==> src/rtl/lycan_pkg.sv <==
// rtl/lycan_pkg.sv - shared types and header helpers for the USB TX arbiter
package lycan_pkg;

  typedef enum logic [1:0] {
    ARB_IDLE,
    ARB_HEADER,
    ARB_BURST
  } arb_state_t;

  localparam int HDR_IDX_MSB = 31;
  localparam int HDR_IDX_LSB = 29;
  localparam int HDR_LEN_W   = 16;

  // Header word: source index in the top bits, burst length in the low bits
  function automatic logic [31:0] make_header(input logic [2:0] idx,
                                              input logic [HDR_LEN_W-1:0] len);
    logic [31:0] hdr;
    hdr = '0;
    hdr[HDR_IDX_MSB:HDR_IDX_LSB] = idx;
    hdr[HDR_LEN_W-1:0] = len;
    return hdr;
  endfunction

endpackage

==> src/rtl/usb_tx_arbiter_rr_select.sv <==
// rtl/usb_tx_arbiter_rr_select.sv - combinational round-robin pick of the first
// requester at or above ptr, wrapping modulo NUM_PERIPHS
module rr_priority_select
  import lycan_pkg::*;
#(
  parameter int NUM_PERIPHS = 8
) (
  input  logic [NUM_PERIPHS-1:0] req,
  input  logic [2:0]             ptr,
  output logic [2:0]             idx,
  output logic                   valid
);

  logic [7:0] req8;
  logic [3:0] pos;

  always_comb begin
    req8 = '0;
    req8[NUM_PERIPHS-1:0] = req;
  end

  // Walk from the farthest offset down so the nearest requester wins last
  always_comb begin
    idx   = '0;
    valid = 1'b0;
    pos   = '0;
    for (int k = NUM_PERIPHS - 1; k >= 0; k--) begin
      pos = {1'b0, ptr} + 4'(k);
      if (pos >= 4'(NUM_PERIPHS)) pos = pos - 4'(NUM_PERIPHS);
      if (req8[pos[2:0]]) begin
        idx   = pos[2:0];
        valid = 1'b1;
      end
    end
  end

endmodule

==> src/rtl/usb_tx_arbiter.sv <==
// rtl/usb_tx_arbiter.sv - round-robin scheduler of peripheral TX FIFOs onto the
// single USB write path; emits a header word then up to MAX_BURST data words
module usb_tx_arbiter
  import lycan_pkg::*;
#(
  parameter int NUM_PERIPHS = 8,
  parameter int MAX_BURST   = 64,
  parameter int COUNT_W     = 11
) (
  input  logic                           clk,
  input  logic                           rst,
  input  logic                           en,
  input  logic [NUM_PERIPHS-1:0]         periph_empty,
  input  logic [NUM_PERIPHS*COUNT_W-1:0] periph_count,
  input  logic [NUM_PERIPHS*32-1:0]      periph_data,
  output logic [NUM_PERIPHS-1:0]         periph_rd_en,
  input  logic                           out_full,
  output logic [31:0]                    out_data,
  output logic                           out_wr,
  output logic                           busy,
  output logic [2:0]                     grant_idx
);

  localparam logic [31:0] MAX_B = 32'(MAX_BURST);

  arb_state_t   state, state_nx;
  logic [2:0]   rr_ptr;
  logic [15:0]  len, remaining;
  logic [2:0]   sel_idx;
  logic         sel_valid;
  logic [15:0]  grant_len;
  logic [31:0]  sel_count;
  logic [7:0]   empty8;
  logic [7:0]   rd8;
  logic [31:0]        data_arr [8];
  logic [COUNT_W-1:0] cnt_arr  [8];

  // Pad per-peripheral views to 8 entries so a 3-bit index is always in range
  for (genvar i = 0; i < 8; i++) begin : g_slot
    if (i < NUM_PERIPHS) begin : g_used
      assign data_arr[i] = periph_data[i*32 +: 32];
      assign cnt_arr[i]  = periph_count[i*COUNT_W +: COUNT_W];
    end else begin : g_pad
      assign data_arr[i] = '0;
      assign cnt_arr[i]  = '0;
    end
  end

  always_comb begin
    empty8 = '1;
    empty8[NUM_PERIPHS-1:0] = periph_empty;
  end

  rr_priority_select #(.NUM_PERIPHS(NUM_PERIPHS)) u_select (
    .req   (~periph_empty),
    .ptr   (rr_ptr),
    .idx   (sel_idx),
    .valid (sel_valid)
  );

  // A non-empty FIFO reporting zero occupancy still holds at least one word
  always_comb begin
    sel_count = 32'(cnt_arr[sel_idx]);
    if (sel_count == 32'd0)   grant_len = 16'd1;
    else if (sel_count > MAX_B) grant_len = MAX_B[15:0];
    else                      grant_len = sel_count[15:0];
  end

  always_comb begin
    state_nx = state;
    out_wr   = 1'b0;
    out_data = '0;
    rd8      = '0;
    case (state)
      ARB_IDLE: begin
        if (en && sel_valid) state_nx = ARB_HEADER;
      end
      ARB_HEADER: begin
        out_data = make_header(grant_idx, len);
        if (!out_full) begin
          out_wr   = 1'b1;
          state_nx = ARB_BURST;
        end
      end
      ARB_BURST: begin
        out_data = data_arr[grant_idx];
        if (!out_full && !empty8[grant_idx]) begin
          out_wr         = 1'b1;
          rd8[grant_idx] = 1'b1;
          if (remaining == 16'd1) state_nx = ARB_IDLE;
        end
      end
      default: state_nx = ARB_IDLE;
    endcase
    if (rst) begin
      out_wr   = 1'b0;
      out_data = '0;
      rd8      = '0;
    end
  end

  always_ff @(posedge clk) begin
    if (rst) begin
      state     <= ARB_IDLE;
      rr_ptr    <= '0;
      grant_idx <= '0;
      len       <= '0;
      remaining <= '0;
    end else begin
      state <= state_nx;
      case (state)
        ARB_IDLE: begin
          if (en && sel_valid) begin
            grant_idx <= sel_idx;
            len       <= grant_len;
          end
        end
        ARB_HEADER: begin
          if (!out_full) remaining <= len;
        end
        ARB_BURST: begin
          if (out_wr) begin
            remaining <= remaining - 16'd1;
            if (remaining == 16'd1)
              rr_ptr <= (grant_idx == 3'(NUM_PERIPHS - 1)) ? 3'd0 : grant_idx + 3'd1;
          end
        end
        default: ;
      endcase
    end
  end

  assign periph_rd_en = rd8[NUM_PERIPHS-1:0];
  assign busy         = (state != ARB_IDLE);

endmodule

==> config.mk <==
export PLATFORM = sky130hd
export DESIGN_NAME = usb_tx_arbiter
export DESIGN_NICKNAME = d
export VERILOG_FILES = /design/src/rtl/lycan_pkg.sv /design/src/rtl/usb_tx_arbiter_rr_select.sv /design/src/rtl/usb_tx_arbiter.sv
export SDC_FILE = /design/constraint.sdc
export NUM_CORES = 1
export LEC_CHECK = 0
export ABC_AREA = 1
export ABC_CLOCK_PERIOD_IN_PS = 2680
export BUFFER_PORTS_ARGS = -buffer_cell sky130_fd_sc_hd__buf_2
export CORE_AREA = 2 2 154 156
export CTS_BUF_LIST = sky130_fd_sc_hd__clkbuf_16
export CTS_CLUSTER_SIZE = 20
export DETAILED_ROUTE_END_ITERATION = 8
export DIE_AREA = 0 0 156 158
export PLACE_DENSITY_LB_ADDON = 0.2
export SKIP_CTS_REPAIR_TIMING = 1
export SYNTH_ARGS = -nofsm -noshare
export SYNTH_HDL_FRONTEND = slang
export SYNTH_SLANG_ARGS = --single-unit
==> constraint.sdc <==
create_clock -name clk -period 2.68 [get_ports clk]
set_input_delay 0.134 -clock clk [delete_from_list [all_inputs] [get_ports clk]]
set_output_delay 0.134 -clock clk [all_outputs]
set_load 0.02 [all_outputs]
==> run_results.csv <==
group,metric,value,unit
floorplanning,die_area,24600,um^2
grt,grt_max_degree,90,
timing,hold_violations,0,
floorplanning,num_io_pins,401,
synth,syn-instance-count,957,
detailed_routing,detail-route-antenna-nets,0,
cells_and_area,drive_gt1_share,43.0,%
clock_network,clk_pin_slew,0.05,ns
clock_network,cts_tree,"built",
synth,ys_warn_count,0,
grt,grt_use_total,22.3,%
cells_and_area,syn_to_final_growth,65.0,%
detailed_routing,wl_per_cell,18.2,um
placed_design,dp_cells,1650,
setup_path,endpoint_kind,"flop",
detailed_routing,finalWirelength,30.6,mm
power_and_ir_drop,power.density,577,nW/um^2
synth,ys_async_sr_fraction,0,%
synth,synth.avg_cell_area,5.44,um^2
timing,timing.final.ws_setup,-0.0840,ns
placed_design,dp_hpwl,24.7,mm
setup_path,worstPathRequired,2.88,ns
timing,fmaxAchievable,362,MHz
setup_path,critPathMaxFanout,8,
detailed_routing,first_iter_violations,517,
cells_and_area,final_cell_mix,"buf_2 (400), nand2_1 (158), nor2_1 (150)",
synth,synth_seq_cells,35,
timing,fin_skew,0.00249,ns
synth,synth_edf_count,0,
timing,grt_setup_unrepaired,"true",
synth,yosysSeqAreaShare,13.5,%
setup_path,critPathKind,"reg -> reg",
clock_network,cts.sinks,35,
clock_network,h-tree-depth,2,
timing,tightest_slew,0.600,ns
power_and_ir_drop,leakage,4.27,nW
clock_network,clock_latency,0.27,ns
synth,synth_nets,1323,
cells_and_area,layout.nets,1744,
cells_and_area,final_cells,1680,
placed_design,port_buffers,400,
timing,finalWorstPathRequiredPeriod,2.76,ns
cells_and_area,final_common_cell,"buf_2",
grt,grt_pass1_vias,7751,
synth,ys_types,46,
placed_design,place_ws,-0.0936,ns
synth,synth_area,5200,um^2
outcome,status,"finished with violations",
detailed_routing,vias,8489,
power_and_ir_drop,peakVddDrop,411,uV
cells_and_area,final_util,37.2,%
synth,yosys.area.top_type,"o21ai_0",
timing,drv_slew,0,
detailed_routing,via_per_inst,5.05,
clock_network,max-clock-path-buffers,2,
min_path,hold_path.class,"in -> reg",
synth,synthTopCellsByArea,"o21ai_0 (14%), dfxtp_1 (13%), nand2_1 (13%), nor2_1 (11%), nand3_1 (10%)",
setup_path,worst-endpoint-arrival,2.97,ns
clock_network,cts_root_buf,"clkbuf_16",
timing,relSlewSlack,60.0,%
timing,finalSetupViolCount,6,
detailed_routing,drc,0,
synth,yosysTopAreaCellShare,14.0,%
floorplanning,fp.dieH,158,um
timing,fin_tns_setup,-0.255,ns
detailed_routing,drtPass1Iterations,5,
grt,grt_pass1_wl,42.3,mm
placed_design,gp_congestion,0.925,
clock_network,cts_buffers,5,
grt,grt_antenna_before_repair,13,
timing,min_period_over_period,103,%
outcome,failed_checks,"setup timing",
synth,synth_top_flop_cell,"dfxtp_1",
floorplanning,die_w,156,um
flow_run,max_cap_violations,0,
floorplanning,core,23100,um^2
grt,grt_overflow,0,
floorplanning,rows,56,
cells_and_area,fill_cells,2596,
floorplanning,initial_core_util,22.6,%
setup_path,critPathLaunchType,"flop",
[synthesized netlist by cell type (all sizes together) (3+ instances only)]
cell type	count
dfxtp	35
nand3	107
buf	16
nor2	158
a21oi	48
o21ai	150
xor2	4
ha	10
nor3	16
a32o	5
nor4	3
inv	57
clkbuf	48
o211ai	5
nand4	9
o22ai	34
a211oi	29
nand2	194
o2bb2ai	10
[kinds of logic (layout without fill, tap and decap cells)]
logic type / count (synthesis) / after routing / share of synthesized area [%]
AOI/OAI and AO/OA: 294 / 294 / 33.1
DFF: 35 / 35 / 13.5
other: 0 / 12 / 0
buffers and inverters: 123 / 544 / 10.1
and+or+nand+nor: 489 / 489 / 39.6
adders and majority gates: 10 / 10 / 2.40
xor gates and xnor gates: 6 / 6 / 1.30
[metal layers]
| metal | vias to the layer above | wire length [um] | global-route usage, % |
|---|---|---|---|
| li1 | 4179 | - | - |
| met1 | 3894 | 11200 | 24.0 |
| met2 | 348 | 15600 | 41.0 |
| met3 | 62 | 2510 | 5.58 |
| met4 | 6 | 1220 | 10.2 |
| met5 | - | 41 | 0 |
[cell type report]
class                   count  area, um^2  share of cell area, %
multi-input cells         799        4380                   51.0
well taps                 290         363                   4.23
repair buffers            478        2740                   31.9
clock buffers               5         125                   1.46
clock inverters             2        7.51                 0.0874
diodes                     12        30.0                  0.350
inverters                  59         231                   2.70
flip-flops and latches     35         711                   8.28
[final timing paths]
check,from,endpoint,slack (ns),cells past startpoint
setup / recovery,rr_ptr[0]$_SDFFE_PP0P_,len[5]$_SDFFE_PP0P_,-0.08,21
hold / removal,rst,len[3]$_SDFFE_PP0P_,0.21,2
setup reg to reg,rr_ptr[0]$_SDFFE_PP0P_,len[5]$_SDFFE_PP0P_,-0.08,21
hold reg to reg,remaining[13]$_SDFFE_PP0P_,remaining[13]$_SDFFE_PP0P_,0.46,2
[power by group]
part | total (mW) | switching, mW | internal, mW | leakage (nW)
logic | 3.62 | 2.29 | 1.33 | 3.91
clock network | 0.530 | 0.198 | 0.332 | 0.0723
registers | 0.798 | 0.137 | 0.661 | 0.288
total | 4.95 | 2.63 | 2.33 | 4.27
[through the flow]
stage | power [mW] | hold slack [ns] | area, um^2
finish | 4.95 | 0.207 | 8590
CTS | 4.88 | 0.207 | 8020
detailed placement | 4.33 | 0.459 | 7890
global placement | 4.32 | 0.446 | 7890
floorplan | 2.93 | 0.367 | 5220
global route | 5.41 | 0.222 | 8580
[critical path, cell delays in order, from the launching register on]
cell	delay [ns]
dfxtp_2	0.36
inv_2	0.06
ha_4	0.32
inv_6	0.06
nand3_4	0.08
nand2_4	0.07
nand2_4	0.09
nand2_4	0.07
a21oi_2	0.15
nand2_1	0.06
nand2_1	0.07
nand2_2	0.08
a21oi_4	0.24
buf_12	0.17
nand3_2	0.10
nand3_2	0.09
nand2_2	0.06
nor2_2	0.11
nand3_2	0.10
nand2_4	0.11
nand4_1	0.11
a21oi_1	0.15
[state kept, by name (all words and copies together) (netlist names)]
| name | count |
|---|---|
| remaining | 16 |
| len | 11 |
| grant_idx | 3 |
| rr_ptr | 3 |
| state | 2 |
Note: power is estimated with default switching activity, not from simulation.
